$ cat src/rtl/alu_issue_pkg.sv
// Shared ALU operation codes, instruction class encodings and the issue-stage decode.
// Pure definitions: no state, no latency, no flow control.
package alu_issue_pkg;

    localparam logic [3:0] ALUOP_AND = 4'b0000;
    localparam logic [3:0] ALUOP_OR  = 4'b0001;
    localparam logic [3:0] ALUOP_ADD = 4'b0010;
    localparam logic [3:0] ALUOP_SUB = 4'b0110;
    localparam logic [3:0] ALUOP_NOR = 4'b1100;
    localparam logic [3:0] ALUOP_SLL = 4'b1000;

    typedef enum logic [1:0] {
        CLS_MEM    = 2'b00,
        CLS_BRANCH = 2'b01,
        CLS_RTYPE  = 2'b10,
        CLS_RSVD   = 2'b11
    } alu_class_e;

    localparam logic [2:0] F3_ADDSUB = 3'b000;
    localparam logic [2:0] F3_SLL    = 3'b001;
    localparam logic [2:0] F3_OR     = 3'b110;
    localparam logic [2:0] F3_AND    = 3'b111;

    typedef struct packed {
        logic [3:0] op;
        logic       illegal;
    } decode_t;

    // Anything not explicitly recognised is reported illegal with a zero opcode.
    function automatic decode_t decode_op(input logic [1:0] aluop,
                                          input logic [2:0] funct3,
                                          input logic       funct7_5);
        decode_t d;
        d.op      = ALUOP_AND;
        d.illegal = 1'b1;
        case (alu_class_e'(aluop))
            CLS_MEM: begin
                d.op      = ALUOP_ADD;
                d.illegal = 1'b0;
            end
            CLS_BRANCH: begin
                d.op      = ALUOP_SUB;
                d.illegal = 1'b0;
            end
            CLS_RTYPE: begin
                case (funct3)
                    F3_ADDSUB: begin
                        d.op      = funct7_5 ? ALUOP_SUB : ALUOP_ADD;
                        d.illegal = 1'b0;
                    end
                    F3_AND: begin
                        d.op      = ALUOP_AND;
                        d.illegal = 1'b0;
                    end
                    F3_OR: begin
                        d.op      = ALUOP_OR;
                        d.illegal = 1'b0;
                    end
                    F3_SLL: begin
                        if (!funct7_5) begin
                            d.op      = ALUOP_SLL;
                            d.illegal = 1'b0;
                        end
                    end
                    default: ;
                endcase
            end
            default: ;
        endcase
        return d;
    endfunction

endpackage

$ cat src/rtl/alu_skid_buf.sv
// Two-entry (main + skid) FIFO; latency 1 from acceptance into an empty buffer to out_valid.
// in_ready is registered not-full, so a release while full frees space only for the next cycle.
module alu_skid_buf #(
    parameter int W = 8
) (
    input  logic         clk,
    input  logic         rst_n,
    input  logic         flush,
    input  logic         in_valid,
    output logic         in_ready,
    input  logic [W-1:0] in_data,
    output logic         out_valid,
    input  logic         out_ready,
    output logic [W-1:0] out_data
);

    logic [1:0]   count_q, count_d;
    logic         in_ready_q, in_ready_d;
    logic [W-1:0] head_q, head_d;
    logic [W-1:0] tail_q, tail_d;
    logic         push, pop;

    assign push = in_valid && in_ready_q && !flush;
    assign pop  = (count_q != 2'd0) && out_ready;

    always_comb begin
        count_d = count_q;
        head_d  = head_q;
        tail_d  = tail_q;
        if (flush) begin
            count_d = 2'd0;
        end else begin
            case ({push, pop})
                2'b10: begin
                    if (count_q == 2'd0) head_d = in_data;
                    else                 tail_d = in_data;
                    count_d = count_q + 2'd1;
                end
                2'b01: begin
                    head_d  = tail_q;
                    count_d = count_q - 2'd1;
                end
                // Push is only possible below full, so a simultaneous pop leaves exactly one entry.
                2'b11: head_d = in_data;
                default: ;
            endcase
        end
        in_ready_d = (count_d != 2'd2);
    end

    always_ff @(posedge clk or negedge rst_n) begin
        if (!rst_n) begin
            count_q    <= 2'd0;
            in_ready_q <= 1'b0;
            head_q     <= '0;
            tail_q     <= '0;
        end else begin
            count_q    <= count_d;
            in_ready_q <= in_ready_d;
            head_q     <= head_d;
            tail_q     <= tail_d;
        end
    end

    assign in_ready  = in_ready_q;
    assign out_valid = (count_q != 2'd0);
    assign out_data  = head_q;

endmodule

$ cat src/rtl/alu_issue_stage.sv
// ALU issue stage: decode + operand select into a 2-entry skid FIFO; latency 1 when empty.
// Backpressure: in_ready drops when both entries are held; outputs hold while out_ready is low.
module alu_issue_stage
    import alu_issue_pkg::*;
#(
    parameter int DATA_W = 64,
    parameter int TAG_W  = 5
) (
    input  logic              clk,
    input  logic              rst_n,
    input  logic              in_valid,
    output logic              in_ready,
    input  logic [1:0]        in_aluop,
    input  logic [2:0]        in_funct3,
    input  logic              in_funct7_5,
    input  logic              in_alusrc,
    input  logic [DATA_W-1:0] in_rs1_data,
    input  logic [DATA_W-1:0] in_rs2_data,
    input  logic [DATA_W-1:0] in_imm,
    input  logic [TAG_W-1:0]  in_tag,
    input  logic              flush,
    output logic              out_valid,
    input  logic              out_ready,
    output logic [DATA_W-1:0] out_a,
    output logic [DATA_W-1:0] out_b,
    output logic [3:0]        out_aluop,
    output logic [TAG_W-1:0]  out_tag,
    output logic              out_illegal,
    output logic              err_sticky
);

    localparam int PAY_W = 2 * DATA_W + 4 + TAG_W + 1;

    decode_t           dec;
    logic [DATA_W-1:0] opb;
    logic [PAY_W-1:0]  in_pay;
    logic [PAY_W-1:0]  out_pay;
    logic              err_sticky_q, err_sticky_d;

    assign dec    = decode_op(in_aluop, in_funct3, in_funct7_5);
    assign opb    = in_alusrc ? in_imm : in_rs2_data;
    assign in_pay = {in_rs1_data, opb, dec.op, in_tag, dec.illegal};

    alu_skid_buf #(
        .W (PAY_W)
    ) u_buf (
        .clk       (clk),
        .rst_n     (rst_n),
        .flush     (flush),
        .in_valid  (in_valid),
        .in_ready  (in_ready),
        .in_data   (in_pay),
        .out_valid (out_valid),
        .out_ready (out_ready),
        .out_data  (out_pay)
    );

    assign {out_a, out_b, out_aluop, out_tag, out_illegal} = out_pay;

    // Only entries that actually land in the buffer count; a flushed-away entry was never accepted.
    assign err_sticky_d = err_sticky_q | (in_valid & in_ready & ~flush & dec.illegal);

    always_ff @(posedge clk or negedge rst_n) begin
        if (!rst_n) err_sticky_q <= 1'b0;
        else        err_sticky_q <= err_sticky_d;
    end

    assign err_sticky = err_sticky_q;

endmodule

$ cat config.mk
export PLATFORM = sky130hd
export DESIGN_NAME = alu_issue_stage
export DESIGN_NICKNAME = d
export VERILOG_FILES = /design/src/rtl/alu_issue_pkg.sv /design/src/rtl/alu_skid_buf.sv /design/src/rtl/alu_issue_stage.sv
export SDC_FILE = /design/constraint.sdc
export NUM_CORES = 1
export LEC_CHECK = 0
export ABC_AREA = 1
export CAP_MARGIN = 15
export CORE_ASPECT_RATIO = 0.9
export CORE_MARGIN = 4
export CORE_UTILIZATION = 44
export DETAILED_ROUTE_END_ITERATION = 16
export GPL_ROUTABILITY_DRIVEN = 0
export PLACE_DENSITY = 0.77
export SETUP_SLACK_MARGIN = 0.5
export SYNTH_ARGS = -nofsm -noshare
export SYNTH_HDL_FRONTEND = slang
export SYNTH_HIERARCHICAL = 1
export SYNTH_SLANG_ARGS = --single-unit
$ cat constraint.sdc
create_clock -name clk -period 1.8 [get_ports clk]
set_input_delay 0.18 -clock clk [delete_from_list [all_inputs] [get_ports clk]]
set_output_delay 0.18 -clock clk [all_outputs]
set_load 0.03 [all_outputs]
==> flow_metrics.py <==
metrics = {
    "run_status": {
        "status": "finished with violations",
        "violations": "setup timing",
    },
    "global_routing": {
        "grt_start_max_net_pins": 62,
        "grt_pass1_wl_mm": 60.1,
        "grt_pass1_vias": 11740,
        "antenna_found_initial": 0,
        "grt_overflow_total": 0,
        "grt.total_usage_pct": 22.4,
    },
    "timing": {
        "setup_viol": 19,
        "relSlewSlack_pct": 58.8,
        "drv_slew": 0,
        "tightest_slew_ps": 613,
        "fmax_mhz": 537,
        "finClkSkew_ps": 24.9,
        "period_share_pct": 104,
        "min_period_ps": 1860,
        "hold_slack_ps": 185,
        "fin_setup_tns_ps": -306,
        "fin_ws_ps": -63.4,
        "finalHoldViolations": 0,
        "rsz0062_at_grt": "yes",
    },
    "power": {
        "power.total_uw": 31900,
        "vdd_drop_max_v": 0.000972,
        "powerDensity_nw_per_um2": 1580,
        "pwr-share-seq_pct": 34.5,
        "clock_power_share_pct": 19.1,
        "p_leak_uw": 0.00949,
        "internal_power_uw": 19100,
        "p_sw_uw": 12800,
        "switching_share_pct": 40.0,
        "power_frac_comb_pct": 46.4,
    },
    "cts": {
        "cts_tree": "yes",
        "cts_root_buf": "clkbuf_16",
        "cts_buffers": 29,
        "clock_latency_ps": 550,
        "clk_pin_slew_ps": 70,
        "ctsLongestPathBuffers": 3,
        "cts_sinks": 280,
        "cts_max_level": 1,
    },
    "synthesis": {
        "syn_nets": 1673,
        "yosys-top-cells-area": "dfrtp_1 53%, nand2_1 12%, o21ai_0 9.1%, mux2_4 6.9%, o21ai_1 6.7%",
        "syn_inst": 1461,
        "synth_seq_cells": 280,
        "synth_area_um2": 13100,
        "yosys_warnings": 6,
        "yosysUniqueCellTypes": 29,
        "yosys.area.top_type_share_pct": 53.3,
        "ys_seq_area_share_pct": 53.3,
        "yosysTopAreaCell": "dfrtp_1",
        "syn_avg_cell_area_um2": 9.00,
    },
    "place": {
        "dp_worst_setup_slack_ps": -326,
        "place_inst": 2199,
        "dp_hpwl_mm": 26.4,
        "port_buffers": 349,
    },
    "die": {
        "die_area_um2": 32700,
        "die_h_um": 172,
        "initial_utilization_pct": 45.1,
        "io_pins": 350,
        "die_x_um": 190,
        "core_um2": 29200,
        "rows": 59,
    },
    "detailed_routing": {
        "drcViolationCount": 0,
        "routed_wl_mm": 43.0,
        "vias": 12132,
        "firstDrtPassIters": 7,
        "viasPerCell": 5.23,
        "ant_nets": 0,
        "wire_per_inst_um": 18.6,
        "first_iter_violations": 965,
    },
    "layout": {
        "multi_input_area_um2": 5650,
        "nFillCells": 2082,
        "layout-drive-gt1-share_pct": 30.6,
        "regArea_um2": 7010,
        "n_antenna_cell": 0,
        "nets": 2112,
        "finalNonFillerCells": 2319,
        "area_growth_syn_to_layout_pct": 53.1,
    },
    "critical_path": {
        "start_kind": "flip-flop",
        "critical_path_class": "flip-flop to flip-flop",
        "cp_data_required_time_ps": 2240,
        "end_kind": "flip-flop",
        "slowest_stage": "dfrtp_1",
        "cpPeakStageDelay_ps": 400,
        "crit_fanout": 11,
        "cp_cell_sequence": "inv_2 > nand2_4 > nand2_4 > buf_6 > inv_4 > ha_4 > buf_12 > buf_12 > buf_12 > nand2_1 > o21ai_2 > o21ai_1",
        "timing.critical_path.mode_cell": "buf_12",
        "crit_arrival_ps": 2300,
    },
    "worst_hold_path": {
        "hp-class": "primary input to asynchronous set/reset pin",
    },
    "flow_run": {
        "max-cap-violations": 0,
    },
}
repair_timing:
item,CTS,global route
setup buffers,26,9
gates resized for setup,797,315
endpoints found under the setup margin,420,394
pin swaps,3,52
cloned,4,26
hold endpoints to repair,49,0
hold buffers,1,0
path summary, 6_finish.rpt:
path | depth (start not counted) | startpoint | to | slack [ps]
min in group clk | 3 | in_rs1_data[47] | u_buf/tail_q[121]$_DFFE_PN0P_ | 190
worst max register to register | 12 | u_buf/count_q[1]$_DFF_PN0_ | u_buf/out_data[51]$_DFFE_PN0P_ | -60
worst max-delay path | 12 | u_buf/count_q[1]$_DFF_PN0_ | u_buf/out_data[51]$_DFFE_PN0P_ | -60
worst min-delay path | 2 | rst_n | u_buf/out_data[1]$_DFFE_PN0P_ | 190
worst min register to register | 2 | u_buf/out_data[136]$_DFFE_PN0P_ | u_buf/out_data[136]$_DFFE_PN0P_ | 480
max in group asynchronous | 3 | rst_n | u_buf/tail_q[79]$_DFFE_PN0P_ | 900
synthesized netlist by cell type:
master and count:
nand2_4 2, nand4_1 2, xor2_1 1, o21ai_1 176
ha_1 3, buf_2 35, nor2_1 5, mux2_4 60
and2_1 1, clkbuf_4 1, o22ai_1 1, dfrtp_1 280
mux2_2 4, or2_1 1, buf_4 19, nand2_2 1
nor2_4 1, o21ai_0 239, or2_2 28, inv_2 1
nor4_1 1, nand2_1 426, clkbuf_2 1, buf_12 6
inv_1 121, nand3_1 6, nor3_1 1, clkbuf_1 23
buf_6 15
cell type report:
| type | count | area share (%) |
|---|---|---|
| Multi-Input combinational cell | 961 | 28.1 |
| Sequential cell | 280 | 34.8 |
| Tap cell | 396 | 2.46 |
| Clock inverter | 11 | 0.566 |
| Inverter | 122 | 2.29 |
| Clock buffer | 43 | 4.26 |
| Timing Repair Buffer | 506 | 27.5 |
state kept, by name (all words and copies together), names as in the netlist:
register,cells
u_buf/out_data,138
u_buf/tail_q,138
u_buf/count_q,2
err_sticky,1
u_buf/in_ready,1
layer usage:
| layer | global-route usage, % | wire length, um | vias up |
|---|---|---|---|
| met3 | 4.34 | 3190 | 99 |
| met1 | 29.2 | 17100 | 5906 |
| met5 | 0 | 0 | - |
| li1 | - | - | 5634 |
| met2 | 38.2 | 21500 | 493 |
| met4 | 7.02 | 1300 | 0 |
metrics by stage:
stage	instance area [um^2]	utilization, %
after global placement	17500	60.0
after CTS	18800	64.4
after detailed placement	17500	60.0
final	20100	69.0
after global routing	20100	69.0
after floorplan	13200	-
cells in the final DEF, fill, tap and decap left out, types with 8 or more instances in the layout:
| cell type | Yosys | routed |
|---|---|---|
| o21ai_1 | 176 | 222 |
| buf_12 | 6 | 34 |
| nand2_2 | 1 | 57 |
| buf_4 | 19 | 88 |
| o21ai_2 | 0 | 69 |
| or2_2 | 28 | 27 |
| o21ai_0 | 239 | 123 |
| buf_8 | 0 | 14 |
| dfrtp_1 | 280 | 279 |
| clkdlybuf4s50_1 | 0 | 214 |
| inv_1 | 121 | 119 |
| mux2_4 | 60 | 60 |
| nand2_1 | 426 | 346 |
| nand2_4 | 2 | 25 |
| buf_6 | 15 | 79 |
| clkbuf_16 | 0 | 50 |
| buf_2 | 35 | 42 |
| clkbuf_8 | 0 | 8 |
cell families (layout without fill, tap and decap cells):
family | count (synthesis) | after routing | share of synthesized area (%)
mux | 64 | 64 | 7.20
xor+xnor | 1 | 1 | 0.0666
simple gates | 475 | 477 | 14.4
compound gates | 416 | 416 | 15.8
flops | 280 | 280 | 53.3
fa+ha+maj | 3 | 3 | 0.286
buf+inv | 222 | 682 | 8.85
critical path: cells and delay by family (launching register included):
family | cells | cell delay (ps)
adders and majority gates | 1 | 200
AOI/OAI and AO/OA | 2 | 230
and+or+nand+nor | 3 | 220
DFF | 1 | 400
buffers and inverters | 6 | 690
power groups by stage:
stage | combinational [uW] | sequential (uW) | clock (uW)
floorplan | 4750 | 13500 | 0
global placement | 12800 | 10700 | 0
detailed placement | 13100 | 10900 | 0
CTS | 13200 | 10900 | 6140
global route | 15900 | 11300 | 6430
finish | 14800 | 11000 | 6080
Note: power is estimated with default switching activity, not from simulation.
